### config.mk
export PLATFORM = sky130hd
export DESIGN_NAME = williams_input_ctrl
export DESIGN_NICKNAME = d
export VERILOG_FILES = /design/src/rtl/williams_input_pkg.sv /design/src/rtl/williams_coin_pulser.sv /design/src/rtl/williams_input_ctrl.sv
export SDC_FILE = /design/constraint.sdc
export NUM_CORES = 1
export LEC_CHECK = 0
export BUFFER_PORTS_ARGS = -buffer_cell sky130_fd_sc_hd__clkbuf_2
export CORE_MARGIN = 3
export CORE_UTILIZATION = 35
export DETAILED_ROUTE_END_ITERATION = 10
export PLACE_DENSITY = 0.57
export SYNTH_ARGS = -nofsm -noshare
export SYNTH_HDL_FRONTEND = slang
export SYNTH_SLANG_ARGS = --single-unit
### constraint.sdc
create_clock -name clk_sys -period 3.1 [get_ports clk_sys]
set_input_delay 0 -clock clk_sys [delete_from_list [all_inputs] [get_ports clk_sys]]
set_output_delay 0 -clock clk_sys [all_outputs]
set_load 0.01 [all_outputs]
### src/rtl/williams_input_pkg.sv
// Shared definitions for the Williams input conditioning stage: scancodes,
// per-key hold indices, SW/JC bit positions and the coin shaper states.
package williams_input_pkg;

    localparam logic [7:0] SC_W      = 8'h1D;
    localparam logic [7:0] SC_CTRL   = 8'h14;
    localparam logic [7:0] SC_A      = 8'h1C;
    localparam logic [7:0] SC_ALT    = 8'h11;
    localparam logic [7:0] SC_D      = 8'h23;
    localparam logic [7:0] SC_S      = 8'h1B;
    localparam logic [7:0] SC_LEFT   = 8'h6B;
    localparam logic [7:0] SC_RIGHT  = 8'h74;
    localparam logic [7:0] SC_UP     = 8'h75;
    localparam logic [7:0] SC_DOWN   = 8'h72;
    localparam logic [7:0] SC_SPACE  = 8'h29;
    localparam logic [7:0] SC_LSHIFT = 8'h12;
    localparam logic [7:0] SC_RSHIFT = 8'h59;
    localparam logic [7:0] SC_F1     = 8'h05;
    localparam logic [7:0] SC_1      = 8'h16;
    localparam logic [7:0] SC_F2     = 8'h06;
    localparam logic [7:0] SC_2      = 8'h1E;
    localparam logic [7:0] SC_F3     = 8'h04;
    localparam logic [7:0] SC_F4     = 8'h0C;
    localparam logic [7:0] SC_5      = 8'h2E;
    localparam logic [7:0] SC_ESC    = 8'h76;
    localparam logic [7:0] SC_F7     = 8'h83;
    localparam logic [7:0] SC_F9     = 8'h01;
    localparam logic [7:0] SC_F10    = 8'h09;

    localparam int NUM_KEYS = 24;

    localparam logic [4:0] KEY_W      = 5'd0;
    localparam logic [4:0] KEY_CTRL   = 5'd1;
    localparam logic [4:0] KEY_A      = 5'd2;
    localparam logic [4:0] KEY_ALT    = 5'd3;
    localparam logic [4:0] KEY_D      = 5'd4;
    localparam logic [4:0] KEY_S      = 5'd5;
    localparam logic [4:0] KEY_LEFT   = 5'd6;
    localparam logic [4:0] KEY_RIGHT  = 5'd7;
    localparam logic [4:0] KEY_UP     = 5'd8;
    localparam logic [4:0] KEY_DOWN   = 5'd9;
    localparam logic [4:0] KEY_SPACE  = 5'd10;
    localparam logic [4:0] KEY_LSHIFT = 5'd11;
    localparam logic [4:0] KEY_RSHIFT = 5'd12;
    localparam logic [4:0] KEY_F1     = 5'd13;
    localparam logic [4:0] KEY_1      = 5'd14;
    localparam logic [4:0] KEY_F2     = 5'd15;
    localparam logic [4:0] KEY_2      = 5'd16;
    localparam logic [4:0] KEY_F3     = 5'd17;
    localparam logic [4:0] KEY_F4     = 5'd18;
    localparam logic [4:0] KEY_5      = 5'd19;
    localparam logic [4:0] KEY_ESC    = 5'd20;
    localparam logic [4:0] KEY_F7     = 5'd21;
    localparam logic [4:0] KEY_F9     = 5'd22;
    localparam logic [4:0] KEY_F10    = 5'd23;

    localparam int SW_AUTOUP  = 0;
    localparam int SW_ADVANCE = 1;
    localparam int SW_HSRESET = 2;
    localparam int SW_COIN    = 5;
    localparam int SW_SLAM    = 6;
    localparam int SW_START1  = 7;

    localparam int JC_FIRE    = 0;
    localparam int JC_THRUST  = 1;
    localparam int JC_SMART   = 2;
    localparam int JC_HYPER   = 3;
    localparam int JC_REVERSE = 4;
    localparam int JC_DOWN    = 5;
    localparam int JC_UP      = 6;
    localparam int JC_INVISO  = 7;
    localparam int JC_START2  = 8;

    typedef enum logic [1:0] {
        IDLE  = 2'd0,
        PULSE = 2'd1,
        GAP   = 2'd2
    } coin_state_t;

    typedef struct packed {
        logic       hit;
        logic [4:0] idx;
    } key_sel_t;

    // Map {ext, code} to a hold-flop index; arrow keys ignore the extended flag.
    function automatic key_sel_t decode_key(input logic ext, input logic [7:0] code);
        key_sel_t sel;
        sel.hit = ~ext;
        sel.idx = 5'd0;
        case (code)
            SC_W:      sel.idx = KEY_W;
            SC_CTRL:   sel.idx = KEY_CTRL;
            SC_A:      sel.idx = KEY_A;
            SC_ALT:    sel.idx = KEY_ALT;
            SC_D:      sel.idx = KEY_D;
            SC_S:      sel.idx = KEY_S;
            SC_LEFT:   begin sel.idx = KEY_LEFT;  sel.hit = 1'b1; end
            SC_RIGHT:  begin sel.idx = KEY_RIGHT; sel.hit = 1'b1; end
            SC_UP:     begin sel.idx = KEY_UP;    sel.hit = 1'b1; end
            SC_DOWN:   begin sel.idx = KEY_DOWN;  sel.hit = 1'b1; end
            SC_SPACE:  sel.idx = KEY_SPACE;
            SC_LSHIFT: sel.idx = KEY_LSHIFT;
            SC_RSHIFT: sel.idx = KEY_RSHIFT;
            SC_F1:     sel.idx = KEY_F1;
            SC_1:      sel.idx = KEY_1;
            SC_F2:     sel.idx = KEY_F2;
            SC_2:      sel.idx = KEY_2;
            SC_F3:     sel.idx = KEY_F3;
            SC_F4:     sel.idx = KEY_F4;
            SC_5:      sel.idx = KEY_5;
            SC_ESC:    sel.idx = KEY_ESC;
            SC_F7:     sel.idx = KEY_F7;
            SC_F9:     sel.idx = KEY_F9;
            SC_F10:    sel.idx = KEY_F10;
            default:   sel.hit = 1'b0;
        endcase
        return sel;
    endfunction

endpackage

### src/rtl/williams_coin_pulser.sv
// Coin pulse shaper: fixed-length high pulse followed by an enforced low gap,
// with a single queued request for edges that arrive while busy.
module williams_coin_pulser
    import williams_input_pkg::*;
#(
    parameter logic [23:0] COIN_PULSE_CYC = 24'd1200000,
    parameter logic [23:0] COIN_GAP_CYC   = 24'd1200000
) (
    input  logic clk_sys,
    input  logic I_RESET_N,
    input  logic src,
    output logic coin
);

    localparam logic [23:0] PULSE_LOAD = (COIN_PULSE_CYC == 24'd0) ? 24'd0 : COIN_PULSE_CYC - 24'd1;
    localparam logic [23:0] GAP_LOAD   = (COIN_GAP_CYC == 24'd0) ? 24'd0 : COIN_GAP_CYC - 24'd1;

    coin_state_t state_r, state_nxt_s;
    logic [23:0] cnt_r, cnt_nxt_s, cnt_dec_s;
    logic        pend_r, pend_nxt_s;
    logic        src_d_r;
    logic        edge_s;

    assign edge_s    = src & ~src_d_r;
    assign cnt_dec_s = (cnt_r == 24'd0) ? 24'd0 : cnt_r - 24'd1;
    assign coin      = (state_r == PULSE);

    // State, counter, pending flag and source delay registers
    always_ff @(posedge clk_sys or negedge I_RESET_N) begin
        if (!I_RESET_N) begin
            state_r <= IDLE;
            cnt_r   <= 24'd0;
            pend_r  <= 1'b0;
            src_d_r <= 1'b0;
        end else begin
            state_r <= state_nxt_s;
            cnt_r   <= cnt_nxt_s;
            pend_r  <= pend_nxt_s;
            src_d_r <= src;
        end
    end

    // Next-state logic; the gap's last clock also accepts a fresh edge
    always_comb begin
        state_nxt_s = state_r;
        cnt_nxt_s   = cnt_dec_s;
        pend_nxt_s  = pend_r;
        case (state_r)
            IDLE: begin
                if (edge_s) begin
                    state_nxt_s = PULSE;
                    cnt_nxt_s   = PULSE_LOAD;
                end else begin
                    state_nxt_s = IDLE;
                end
            end
            PULSE: begin
                if (edge_s) begin
                    pend_nxt_s = 1'b1;
                end else begin
                    pend_nxt_s = pend_r;
                end
                if (cnt_r == 24'd0) begin
                    state_nxt_s = GAP;
                    cnt_nxt_s   = GAP_LOAD;
                end else begin
                    state_nxt_s = PULSE;
                end
            end
            GAP: begin
                if (cnt_r == 24'd0) begin
                    if (pend_r || edge_s) begin
                        state_nxt_s = PULSE;
                        cnt_nxt_s   = PULSE_LOAD;
                        pend_nxt_s  = 1'b0;
                    end else begin
                        state_nxt_s = IDLE;
                    end
                end else if (edge_s) begin
                    pend_nxt_s = 1'b1;
                end else begin
                    pend_nxt_s = pend_r;
                end
            end
            default: begin
                state_nxt_s = IDLE;
                cnt_nxt_s   = 24'd0;
                pend_nxt_s  = 1'b0;
            end
        endcase
    end

endmodule

### src/rtl/williams_input_ctrl.sv
// Keyboard/joystick conditioning for williams_cpu: per-key hold tracking,
// joystick merge and coin shaping into registered SW and JA/JB vectors.
module williams_input_ctrl
    import williams_input_pkg::*;
#(
    parameter logic [23:0] COIN_PULSE_CYC = 24'd1200000,
    parameter logic [23:0] COIN_GAP_CYC   = 24'd1200000
) (
    input  logic        clk_sys,
    input  logic        I_RESET_N,
    input  logic [10:0] ps2_key,
    input  logic [15:0] joy_0,
    input  logic [15:0] joy_1,
    output logic [7:0]  sw,
    output logic [8:0]  jc
);

    logic                tgl_q_r;
    logic                armed_r;
    logic [NUM_KEYS-1:0] key_hold_r;
    logic                event_s;
    key_sel_t            key_sel_s;
    logic [10:0]         joy_s;
    logic                coin_src_s;
    logic                coin_s;
    logic [7:0]          sw_nxt_s;
    logic [8:0]          jc_nxt_s;
    logic                joy_unused_s;

    assign joy_unused_s = ^{joy_0[15:11], joy_1[15:11]};
    assign joy_s        = joy_0[10:0] | joy_1[10:0];
    assign key_sel_s    = decode_key(ps2_key[8], ps2_key[7:0]);
    // The first clock after reset only captures the toggle, so a stale toggle is ignored
    assign event_s      = armed_r && (ps2_key[10] != tgl_q_r);

    // Toggle shadow, arming flag and per-key hold flops
    always_ff @(posedge clk_sys or negedge I_RESET_N) begin
        if (!I_RESET_N) begin
            tgl_q_r    <= 1'b0;
            armed_r    <= 1'b0;
            key_hold_r <= {NUM_KEYS{1'b0}};
        end else begin
            tgl_q_r <= ps2_key[10];
            armed_r <= 1'b1;
            if (event_s && key_sel_s.hit) begin
                key_hold_r[key_sel_s.idx] <= ps2_key[9];
            end
        end
    end

    // Each function is the OR of its keys and joystick bits
    always_comb begin
        jc_nxt_s = 9'd0;
        sw_nxt_s = 8'd0;
        jc_nxt_s[JC_FIRE]    = key_hold_r[KEY_W] | key_hold_r[KEY_CTRL] | joy_s[4];
        jc_nxt_s[JC_THRUST]  = key_hold_r[KEY_S] | key_hold_r[KEY_LEFT] | key_hold_r[KEY_RIGHT]
                             | joy_s[0] | joy_s[1];
        jc_nxt_s[JC_SMART]   = key_hold_r[KEY_A] | key_hold_r[KEY_ALT] | joy_s[5];
        jc_nxt_s[JC_HYPER]   = key_hold_r[KEY_D] | joy_s[8];
        jc_nxt_s[JC_REVERSE] = key_hold_r[KEY_SPACE] | joy_s[6];
        jc_nxt_s[JC_DOWN]    = key_hold_r[KEY_DOWN] | joy_s[2];
        jc_nxt_s[JC_UP]      = key_hold_r[KEY_UP] | joy_s[3];
        jc_nxt_s[JC_INVISO]  = key_hold_r[KEY_LSHIFT] | key_hold_r[KEY_RSHIFT] | joy_s[7];
        jc_nxt_s[JC_START2]  = key_hold_r[KEY_F2] | key_hold_r[KEY_2] | joy_s[10];
        sw_nxt_s[SW_START1]  = key_hold_r[KEY_F1] | key_hold_r[KEY_1] | joy_s[9];
        sw_nxt_s[SW_SLAM]    = key_hold_r[KEY_ESC];
        sw_nxt_s[SW_COIN]    = coin_s;
        sw_nxt_s[SW_HSRESET] = key_hold_r[KEY_F7];
        sw_nxt_s[SW_ADVANCE] = key_hold_r[KEY_F10];
        sw_nxt_s[SW_AUTOUP]  = key_hold_r[KEY_F9];
        coin_src_s = key_hold_r[KEY_F3] | key_hold_r[KEY_F4] | key_hold_r[KEY_5]
                   | joy_s[9] | joy_s[10];
    end

    williams_coin_pulser #(
        .COIN_PULSE_CYC (COIN_PULSE_CYC),
        .COIN_GAP_CYC   (COIN_GAP_CYC)
    ) u_coin (
        .clk_sys   (clk_sys),
        .I_RESET_N (I_RESET_N),
        .src       (coin_src_s),
        .coin      (coin_s)
    );

    // Registered outputs to the CPU board
    always_ff @(posedge clk_sys or negedge I_RESET_N) begin
        if (!I_RESET_N) begin
            sw <= 8'd0;
            jc <= 9'd0;
        end else begin
            sw <= sw_nxt_s;
            jc <= jc_nxt_s;
        end
    end

endmodule

# [After elaboration in Yosys (flattened, before gate mapping)]
# Cells that the tools add are included.
# W data, S select, Z words.
[word_totals] register_bits=69 latchBits=0 ramBits=0 mem_bits_ro=0 wordCells=97 memories=0
[op_classes] n_addsub=1 multipliers=0 n_div=0 magnitude_cmp=2 n_eq_ne=29 shift=0 n_mux=20 bitwise=27 n_reduce_logical=9
[ops] op="$mux W24" count=5
[ops] op="$pmux W5 S23" count=1
[ops] op="$pmux W24 S3" count=1
[ops] op="$eq A8 B5 Y1 const B" count=8
[ops] op="$eq A8 B7 Y1 const B" count=6
[ops] op="$bwmux W24" count=1
[ops] op="$eq A8 B3 Y1 const B" count=3
[ops] op="$eq A8 B6 Y1 const B" count=3
[ops] op="$logic_not A24 Y1" count=1
[ops] op="$sub A24 B1 Y24 const B" count=1
[ops] op="$or A1 B1 Y1" count=22
[ops] op="$reduce_or A20 Y1" count=1
[ops] op="$eq A8 B4 Y1 const B" count=2
[ops] op="$or A11 B11 Y11" count=1
[ops] op="$eq A8 B1 Y1 const B" count=1
[ops] op="$eq A8 B8 Y1 const B" count=1
[ops] op="$lt A5 B6 Y1 const B" count=1
[ops] op="$mux W1" count=6
[ops] op="$pmux W2 S3" count=1
[ops] op="$demux W1 S5" count=1
[ops] op="$ge A5 B1 Y1 const B" count=1
[ops] op="$mux W2" count=2
[ops] op="$reduce_or A4 Y1" count=1
[ops] op="$logic_and A1 B1 Y1" count=3
[ops] op="other kinds (12)" count=14

# [Depth between registers and ports, before layout]
# Gate-level depths: netlist (run 1).
[logic_depth] ltp_word=9 ltp_mapped=10 ltp_nobuf=8

# [By module]
# From an unflattened synthesis (run 1), not the netlist that was laid out.
[hier_totals] cells_unflattened=326 hier_area_um2=3393.3
[by_module_without_submodules] module="williams_input_ctrl" n_inst=1 cells_each=176 area_each_um2=1924.3 seq_area_each_um2=1026.0
[by_module_without_submodules] module="williams_coin_pulser" n_inst=1 cells_each=150 area_each_um2=1468.9 seq_area_each_um2=700.7

# [Worst setup path before layout (run 1)]
# Ideal clock, no wire load.
[synth_timing] path_type="reg2reg" from="reg u_coin.cnt_r[9]" to="reg u_coin.cnt_r[10]" arrival_time_ns=2.365 path_slack_ns=0.598 path_stages_with_launch=9 path_buffers=2 period_less_slack_ns=2.502 cell_sequence="dfrtp_1 > or4_4 > or4_4 > or3_4 > buf_6 > nand2_1 > a211o_1 > clkbuf_2 > o21ai_0"
[synth_between] elab_chain_len=5 word_cells_on_any_way=8 classes_between="1 x add/sub; 6 x mux; 1 x reduce/logical"
[synth_lines] element="from (decl)" line="williams_coin_pulser.sv:19" rtl="logic [23:0] cnt_r, cnt_nxt_s, cnt_dec_s;"
[synth_lines] element="from (signal assigned)" line="williams_coin_pulser.sv:37" rtl="cnt_r <= cnt_nxt_s;"
[synth_lines] element="$sub A24 B1 Y24 / $logic_not A24 Y1 (equally long branches)" line="williams_coin_pulser.sv:25, williams_coin_pulser.sv:63, williams_coin_pulser.sv:71"
[synth_lines] element="$mux W24" line="williams_coin_pulser.sv:25" rtl="assign cnt_dec_s = (cnt_r == 24'd0) ? 24'd0 : cnt_r - 24'd1;"
[synth_lines] element="$mux W24" line="williams_coin_pulser.sv:72" rtl="if (pend_r || edge_s) begin"
[synth_lines] element="$mux W24" line="williams_coin_pulser.sv:71" rtl="if (cnt_r == 24'd0) begin"
[synth_lines] element="$pmux W24 S3 *" line="williams_coin_pulser.sv:48" rtl="case (state_r)"
[synth_lines] element="named net u_coin.cnt_nxt_s[10]" line="williams_coin_pulser.sv:19"
# The timed path passes the listed nets; every way through them passes the cells marked *.
# A chain may end at the register's enable or synchronous reset.

# [Worst setup path after layout (run 1)]
[layout_timing] from="reg u_coin.cnt_r[9]" to="reg u_coin.cnt_r[5]"
[layout_between] elab_chain_len=5 word_cells_on_any_way=7 classes_between="6 x mux; 1 x reduce/logical"
[layout_lines] element="$logic_not A24 Y1 *" line="williams_coin_pulser.sv:25, williams_coin_pulser.sv:63, williams_coin_pulser.sv:71"
[layout_lines] element="$mux W24" line="williams_coin_pulser.sv:25"
[layout_lines] element="$mux W24" line="williams_coin_pulser.sv:72"
[layout_lines] element="$mux W24" line="williams_coin_pulser.sv:71"
[layout_lines] element="$pmux W24 S3 *" line="williams_coin_pulser.sv:48"
[layout_lines] element="named net u_coin.cnt_nxt_s[5]" line="williams_coin_pulser.sv:19"
# Marks and branches as above.

==> results of run 1 <==
where the power goes:
group	switching, uW	internal, uW
logic	329	277
registers	121	1030
clock network	349	374
total	799	1690
sequential cells by signal (all words and copies together) (netlist names):
| name | count |
|---|---|
| armed_r | 1 |
| u_coin.state_r | 2 |
| sw | 6 |
| u_coin.pend_r | 1 |
| tgl_q_r | 1 |
| u_coin.cnt_r | 24 |
| jc | 9 |
| key_hold_r | 24 |
| u_coin.src_d_r | 1 |
cell usage in the layout, fill, tap and decap left out, drive strengths merged, types with 4 or more instances in the layout:
cell type / n
nand2: 25
clkbuf: 57
nor3: 13
buf: 7
xor2: 9
dlygate4sd3: 22
mux2: 24
o21ai: 17
nor4: 11
nand3: 7
a31oi: 4
inv: 10
nor2b: 8
nand2b: 5
xnor2: 13
a21oi: 8
or4: 7
dfrtp: 69
nand4: 6
nor2: 29
or3: 7
ha: 6
cell usage after synthesis, types with 3 or more instances:
| cell type | number | share of area, % |
|---|---|---|
| nor2_1 | 29 | 3.1 |
| inv_1 | 8 | 0.85 |
| or3_1 | 6 | 1.1 |
| o21ai_0 | 17 | 2.4 |
| or4_1 | 5 | 1.1 |
| nand3_1 | 7 | 0.99 |
| a21oi_1 | 7 | 0.99 |
| nand2b_1 | 5 | 0.89 |
| ha_1 | 6 | 2.1 |
| nor2b_1 | 8 | 1.4 |
| nor4_1 | 11 | 1.9 |
| and2_1 | 3 | 0.53 |
| dfrtp_1 | 69 | 49 |
| clkbuf_1 | 14 | 1.5 |
| nand2_1 | 25 | 2.7 |
| and4b_1 | 3 | 0.85 |
| nand3b_1 | 3 | 0.64 |
| mux2_2 | 24 | 7.7 |
| xor2_1 | 9 | 2.2 |
| and3b_1 | 3 | 0.74 |
| a31oi_1 | 4 | 0.71 |
| nor4b_1 | 3 | 0.74 |
| xnor2_1 | 13 | 3.2 |
| nor3_1 | 13 | 1.8 |
| nand4_1 | 6 | 1.1 |
| o2111ai_1 | 3 | 0.74 |
routing by layer:
layer / share of wire [%] / track usage [%] / up-vias / wire, um
met5: 0 / 0 / - / 0
met4: 1.1 / 4.11 / 0 / 87
met3: 4.2 / 3.46 / 6 / 316
met2: 47 / 23.3 / 59 / 3600
met1: 47 / 19.8 / 1353 / 3600
li1: - / - / 1371 / -
stage by stage:
stage	setup WS, ps	util [%]	cell area, sq um
after floorplan	598	-	3530
after global placement	337	39.9	3900
after detailed placement	279	39.9	3900
after CTS	260	44.2	4320
after global routing	86.9	44.2	4320
final	308	44.2	4320
critical path, cell delays in order, from the launching register on:
cell,delay (ps)
dfrtp_1,430
or4_4,570
or4_4,470
or3_4,460
nor4_1,190
a211o_1,350
o21ai_0,160
kinds of logic after synthesis:
family	count (synthesis)	share of synthesized area (%)
simple gates	143	22.9
flops	69	48.9
fa+ha+maj	6	2.13
compound gates	49	9.39
mux	24	7.65
buf+inv	27	3.37
other cells	2	0.213
xor+xnor	22	5.46
final cells by class:
class / instances / area, sq um / share of cell area (%)
Clock buffer: 9 / 124 / 2.87
Tap cell: 133 / 166 / 3.85
Sequential cell: 69 / 1730 / 40.0
Multi-Input combinational cell: 247 / 1690 / 39.1
Clock inverter: 7 / 72.6 / 1.68
Timing Repair Buffer: 77 / 510 / 11.8
Inverter: 8 / 30.0 / 0.695
path summary, 6_finish.rpt:
path,startpoint,end,slack (ps),cells after the start
worst max-delay path,u_coin.cnt_r[9]$_DFF_PN0_,u_coin.cnt_r[5]$_DFF_PN0_,310,6
worst min-delay path,ps2_key[8],key_hold_r[6]$_DFFE_PN0P_,80,3
worst max register to register,u_coin.cnt_r[9]$_DFF_PN0_,u_coin.cnt_r[5]$_DFF_PN0_,310,6
worst min register to register,key_hold_r[21]$_DFFE_PN0P_,sw[2]$_DFF_PN0_,380,0
max in group asynchronous,I_RESET_N,key_hold_r[12]$_DFFE_PN0P_,2220,3
min in group asynchronous,I_RESET_N,key_hold_r[8]$_DFFE_PN0P_,140,2
repair_timing:
action                     4_1_cts  5_1_grt
hold endpoints to repair        28        0
resized for setup                0        0
hold buffers                    22        0
setup endpoints to repair        0        0
==> run metrics, run 1 <==
CP arrival 2960 ps; Post-synth top flop dfrtp_1; status finished clean; Clk pin slew, worst setup/hold paths 80 ps; synth unique cells between 50 and 60; worst hold-check path type in2reg; DRC Markers 0; synthesized flop and latch total around 70; Critical Path Fanout Max 13; Longest Clk Path Bufs 2; I/O Buffers 49; Routed Wire Length roughly 7600 um; ys async rst share 100%; Worst Hold Margin approximately 80 ps; EDFF count, synth 0; CP required approximately 3300 ps; drt wl/cell approximately 14 um; GRT Overall Usage between 10 and 15%; Via Count ~2800; DRT Pass-1 Iters 4; GP Congestion roughly 0.88; Area Overhead vs Synth 22.3%; final setup fails 0; fin crit share about nine tenths; largest net degree at the start of global routing 33; clock tree sinks 69; final slew viol count 0; Pleak 0.00194 uW; Die Y between 100 and 150 um; Setup Buffers After CTS 0; vias in the first global route around 2800; Rows 36; Clock Skew ~8.8 ps; register area share after synthesis 48.9%; FMAX between 0.3 and 0.4 GHz; chip width 106 um; antenna violations before repair 0; Placed Instances between 500 and 600; Worst Setup End Kind flip-flop; initial core utilization between 30% and 40%; global route overflow 0; Final ANT Viol Nets 0; Vias/cell 5.07; Period minus WS final between 2000 and 3000 ps; clock root buffer clkbuf_8; CP Launch Type flip-flop; Synth Area per Inst 10.3 sq um; Max-Cap Viols 0; CTS tree built; Peak VDD IR 0.205 mV; Iter 0 DRT Violations ~150; DP HPWL between 5000 and 6000 um; H-tree depth 3; max_slew headroom between 30% and 40%; Post-Synthesis Cells ~340; share of cells above drive strength 1 ~24%; fill count around 990; I/O pin count 62; clk_lat worst skew 340 ps; global-route wire length before repair between 10000 and 15000 um; die area between 0.01 and 0.015 sq mm; RSZ-0062 raised after global routing no; warning count from the yosys run 0; power per standard cell area around 580 mW/mm^2; CP Class reg2reg; Tot Pwr ~2500 uW; final hold vios 0; number of buffers created by CTS 9; total core area ~0.01 sq mm; Final #Nets between 400 and 500; worst slew pin tran 895 ps; ant diodes 0; mapped cell area around 0.0035 sq mm; post-route setup TNS 0 ps; non-filler instance count after layout 550
No activity file was read; power rests on OpenSTA's default activity.
==> run 2: changes to the inputs <==
- CORE_UTILIZATION: 35 -> 40
- PLACE_DENSITY: 0.57 -> 0.63
==> run 2 against run 1 <==
  * Utilization grew 7.1 points
  * Sequential share of layout area grew 0.19 points
  * Count of clock-buffer cells in the layout grew 4
  * Setup slack lost 71 ps
  * Sequential cell count is the same
  * Register-to-register slack lost 70 ps
  * Largest power group unchanged
  * Clock skew grew 1.1 ps
  * Fmax shrank 2.5%
  * Critical path type unchanged
  * Critical path depth is the same
  * Combinational power is essentially flat
==> run metrics, run 2 (synthesis results as in run 1) <==
fin crit share 92.4% (was 90.1%); antenna violations before repair 0 (unchanged); I/O pin count 62 (unchanged); Final ANT Viol Nets 0 (unchanged); DRT Pass-1 Iters 4 (unchanged); CP Buf/Inv Count 0 (unchanged); clock tree sinks 69 (unchanged); Levels on crit path 6 (unchanged); largest registers key_hold_r x24, u_coin.cnt_r x24, jc x9 (unchanged); Routed Wire Length 7470 um (was 7600 um); Worst Hold Margin 104 ps (was 81.2 ps); Setup Buffers After CTS 0 (unchanged); CP arrival 3030 ps (was 2960 ps); largest net degree at the start of global routing 28 (was 33); share of cells above drive strength 1 24.0% (was 24.2%); ant diodes 0 (unchanged); status finished clean (unchanged); CP Launch Type flip-flop (unchanged); FMAX 0.349 GHz (was 0.358 GHz); crit-path leading delay family simple AND/OR/NAND/NOR gates (unchanged); global route overflow 0 (unchanged); CP required 3270 ps (about the same); RSZ-0062 raised after global routing no (unchanged); vias in the first global route 2865 (was 2810); H-tree depth 3 (unchanged); GRT Overall Usage 16.2% (was 14.6%); Pleak 0.00195 uW (was 0.00194 uW); GP Congestion 0.892 (was 0.877); crit-path cells or4_4 -> or4_4 -> or3_4 -> nor4_1 -> a211o_1 -> o21ai_0 (unchanged); R2R cell count 6 (unchanged); Critical Path Fanout Max 13 (unchanged); Worst Setup End Kind flip-flop (unchanged); final setup fails 0 (unchanged); I/O Buffers 49 (unchanged); final hold vios 0 (unchanged); chip width 100 um (was 106 um); Vias/cell 5.38 (was 5.07); DP HPWL 5240 um (was 5380 um); Rows 33 (was 36); Clk pin slew, worst setup/hold paths 70 ps (was 80 ps); Longest Clk Path Bufs 2 (unchanged); hold path depth 3 (unchanged); critical path's slowest cell or4_4 (unchanged); Period minus WS final 2860 ps (was 2790 ps); die area 0.00999 sq mm (was 0.0113 sq mm); Max-Cap Viols 0 (unchanged); Area Overhead vs Synth 21.8% (was 22.3%); CP Class reg2reg (unchanged); initial core utilization 42.1% (was 36.1%); Iter 0 DRT Violations 117 (was 147); drt wl/cell 14.3 um (was 13.8 um); DRC Markers 0 (unchanged); most frequent cells in the layout dfrtp_1, clkbuf_2, nor2_1, nand2_1, mux2_2 (unchanged); global-route wire length before repair 13000 um (was 13400 um); power per standard cell area 589 mW/mm^2 (was 575 mW/mm^2); clock root buffer clkbuf_8 (unchanged); Crit path largest cell delay 570 ps (about the same); total core area 0.00838 sq mm (was 0.00977 sq mm); clk_lat worst skew 340 ps (about the same); max_slew headroom 45.0% (was 39.5%); commonest non-fill, non-tap cell in the layout dfrtp_1 (unchanged); Final #Nets 463 (unchanged); CTS tree built (unchanged); final slew viol count 0 (unchanged); number of buffers created by CTS 9 (unchanged); CP dominant cell by count or4_4 (unchanged); Clock Skew 9.92 ps (was 8.84 ps); worst hold-check path type in2reg (unchanged); post-route setup TNS 0 ps (unchanged); worst slew pin tran 814 ps (was 895 ps); Peak VDD IR 0.221 mV (was 0.205 mV); post-CTS resize count 0 (unchanged); Die Y 100 um (was 106 um); Via Count 2810 (was 2789); Tot Pwr 2530 uW (was 2490 uW)
-- run 2: metrics by stage --
step | setup slack, ps | cell area [sq um] | cells | utilization [%]
global placement | 343 | 3870 | 484 | 46.1
detailed placement | 223 | 3870 | 484 | 46.1
floorplan | 598 | 3530 | 343 | -
global route | 12.9 | 4300 | 522 | 51.3
finish | 237 | 4300 | 522 | 51.3
CTS | 218 | 4300 | 522 | 51.3
-- run 2: worst min-delay path, cell delays in order --
cell and delay (ps):
clkbuf_2 90, a311oi_1 100, mux2_2 210
-- run 2: worst paths after layout --
path	from	slack, ps	to
worst max-delay path	u_coin.cnt_r[9]$_DFF_PN0_	240	u_coin.cnt_r[4]$_DFF_PN0_
worst min-delay path	ps2_key[8]	100	key_hold_r[6]$_DFFE_PN0P_
worst max register to register	u_coin.cnt_r[9]$_DFF_PN0_	240	u_coin.cnt_r[4]$_DFF_PN0_
worst min register to register	key_hold_r[22]$_DFFE_PN0P_	360	sw[0]$_DFF_PN0_
max in group asynchronous	I_RESET_N	2160	key_hold_r[12]$_DFFE_PN0P_
min in group asynchronous	I_RESET_N	180	sw[5]$_DFF_PN0_
-- run 2: area by class of cell --
type	instances	area, sq um
Fill cell	763	4080
Sequential cell	69	1730
Multi-Input combinational cell	247	1690
Timing Repair Buffer	77	510
Clock buffer	13	169
Tap cell	105	131
Clock inverter	3	42.5
Inverter	8	30.0
-- run 2: per-layer routing --
layer | vias up | GRT usage (%) | wire length, um
met2 | 62 | 26.5 | 3690
met3 | 12 | 4.24 | 313
met5 | - | 0 | 0
met1 | 1373 | 20.7 | 3350
li1 | 1363 | - | -
met4 | 0 | 5.67 | 122
-- run 2: power by group --
group / total (uW) / internal, uW / leakage (uW) / switching, uW
logic: 603 / 277 / 0.000957 / 326
registers: 1150 / 1030 / 0.000891 / 119
clock network: 774 / 437 / 0.000106 / 337
total: 2530 / 1750 / 0.00195 / 782
-- run 2: timing repair --
item                                    in CTS  in global routing
endpoints found under the setup margin       0                  0
hold endpoints to repair                    35                  0
hold buffers                                22                  0
==> run 3: changes to the inputs <==
- PLACE_DENSITY: 0.63 -> 0.66
- clock period: 3.1 -> 2.6 ns (I/O delays scaled with it)
==> run 3 against run 2 <==
  * Utilization grew 1.0 points
  * Fmax grew 15%
  * Critical path depth grew 1
  * Cell area grew 1.9%
  * Non-clock buffer count grew 13
  * Count of clock-buffer cells in the layout is the same
  * Die area is the same
  * First-iteration DRC count shrank 26%
  * Total power grew 17%
  * Clock power shrank 5.9%
  * Largest cell class unchanged
==> run metrics, run 3 (synthesis results as in run 1) <==
Via Count 2840 (was 2810); GRT Overall Usage 15.9% (was 16.2%); Iter 0 DRT Violations 86 (was 117); Worst Hold Margin 115 ps (was 104 ps); Clk pin slew, worst setup/hold paths 70 ps (about the same); fin crit share 95.6% (was 92.4%); GP Congestion 0.877 (was 0.892); clock root buffer clkbuf_8 (unchanged); vias in the first global route 2728 (was 2865); final core utilization 52.3% (was 51.3%); post-route setup TNS 0 ps (unchanged); Tot Pwr 2970 uW (was 2530 uW); largest net degree at the start of global routing 40 (was 28); die area 0.00999 sq mm (unchanged); RR Endpoint u_coin.cnt_r[0]$_DFF_PN0_ (was u_coin.cnt_r[4]$_DFF_PN0_); global route overflow 0 (unchanged); clk_lat worst skew 330 ps (was 340 ps); Final ANT Viol Nets 0 (unchanged); Worst setup endpoint u_coin.cnt_r[0]$_DFF_PN0_ (was u_coin.cnt_r[4]$_DFF_PN0_); Worst Setup End Kind flip-flop (unchanged); CP arrival 2640 ps (was 3030 ps); H-tree depth 3 (unchanged); Max-Cap Viols 0 (unchanged); Critical path origin u_coin.cnt_r[16]$_DFF_PN0_ (was u_coin.cnt_r[9]$_DFF_PN0_); FMAX 0.402 GHz (was 0.349 GHz); DP Worst Slack 59.1 ps (was 223 ps); DRT Pass-1 Iters 4 (unchanged); global-route wire length before repair 12800 um (was 13000 um); DRC Markers 0 (unchanged); largest registers key_hold_r x24, u_coin.cnt_r x24, jc x9 (unchanged); CP Class reg2reg (unchanged); Die Y 100 um (unchanged); most frequent cells in the layout dfrtp_1, clkbuf_2, nor2_1, nand2_1, mux2_2 (unchanged); Vias/cell 5.32 (was 5.38); DP HPWL 5350 um (was 5240 um); final setup margin 115 ps (was 237 ps); status finished clean (unchanged); R2R cell count 7 (was 6); number of buffers created by CTS 9 (unchanged); CP Launch Type flip-flop (unchanged); clock tree sinks 69 (unchanged); RSZ-0062 raised after global routing no (unchanged); final hold vios 0 (unchanged); drt wl/cell 14.2 um (was 14.3 um); antenna violations before repair 0 (unchanged); worst hold-check path type in2reg (unchanged); initial core utilization 42.1% (unchanged); chip width 100 um (unchanged); Rows 33 (unchanged); ant diodes 0 (unchanged); Clock Skew 11.1 ps (was 9.92 ps); share of cells above drive strength 1 26.3% (was 24.0%); total core area 0.00838 sq mm (unchanged); I/O Buffers 49 (unchanged); Longest Clk Path Bufs 2 (unchanged); max_slew headroom 44.5% (was 45.0%); final slew viol count 0 (unchanged); power per standard cell area 677 mW/mm^2 (was 589 mW/mm^2); Critical Path Fanout Max 13 (unchanged); Final #Nets 476 (was 463); Routed Wire Length 7590 um (was 7470 um); reg2reg start u_coin.cnt_r[16]$_DFF_PN0_ (was u_coin.cnt_r[9]$_DFF_PN0_); Pleak 0.00201 uW (was 0.00195 uW); final setup fails 0 (unchanged); Worst R2R Setup Slack 110 ps (was 240 ps); I/O pin count 62 (unchanged); commonest non-fill, non-tap cell in the layout dfrtp_1 (unchanged); Area Overhead vs Synth 24.1% (was 21.8%); Peak VDD IR 0.350 mV (was 0.221 mV); Period minus WS final 2490 ps (was 2860 ps); worst slew pin tran 830 ps (was 814 ps); CP required 2750 ps (was 3270 ps); CTS tree built (unchanged)
==> run 3: cell types whose count changed in the layout (fill, tap and decap cells not counted), sizes merged <==
cell	delta
buf	+13
bufinv	-1
clkinv	+1
clkinvlp	-1
==> run 3: stage by stage <==
step / instance area (sq um) / cells
3_3_place_gp: 3980 / 496
3_5_place_dp: 3980 / 496
5_1_grt: 4380 / 534
4_1_cts: 4360 / 533
2_1_floorplan: 3530 / 343
6_report: 4380 / 534
==> run 3: area by class of cell <==
cell class,count,area (sq um)
clock inverters,2,10.0
fillers,763,4000
multi-input cells,247,1700
flip-flops and latches,69,1730
well taps,105,131
clock buffers,13,149
inverters,8,30.0
repair buffers,90,633
==> run 3: report_power, final <==
group / switching (uW) / internal [uW]
Sequential: 128 / 1230
Combinational: 435 / 441
Clock: 362 / 365
==> run 3: worst min path at each step <==
stage          startpoint  cells past startpoint  slack, ps                    endpoint
2_1_floorplan   I_RESET_N                      0       -300           armed_r$_DFF_PN0_
3_3_place_gp    I_RESET_N                      1         90  u_coin.cnt_r[22]$_DFF_PN0_
3_5_place_dp    I_RESET_N                      1        100  u_coin.cnt_r[22]$_DFF_PN0_
4_1_cts        ps2_key[8]                      3         90   key_hold_r[6]$_DFFE_PN0P_
5_1_grt        ps2_key[8]                      3        100   key_hold_r[6]$_DFFE_PN0P_
6_report       ps2_key[8]                      3        110   key_hold_r[6]$_DFFE_PN0P_
==> run 3: critical path: stages, from the launching register on <==
cell and delay [ps]:
dfrtp_1 380, or4_4 530, or4_4 430, or3_4 420, nor4_2 140, a211o_1 170, buf_12 140, o21ai_0 90
==> run 3: what timing repair did <==
item / in CTS / in global routing
buffers inserted: 0 / 1
hold buffers: 22 / 0
setup endpoints to repair: 0 / 13
gates resized for setup: 0 / 3
hold endpoints to repair: 42 / 0
==> run 3: routing by layer <==
layer  global-route usage, %  part of all wire [%]  routed length, um  vias to the layer above
met3                    4.24                   3.2                241                        8
met5                       0                     0                  0                        -
li1                        -                     -                  -                     1396
met1                    19.5                    44               3320                     1388
met4                    4.41                   1.0                 76                        0
met2                    27.7                    52               3950                       48
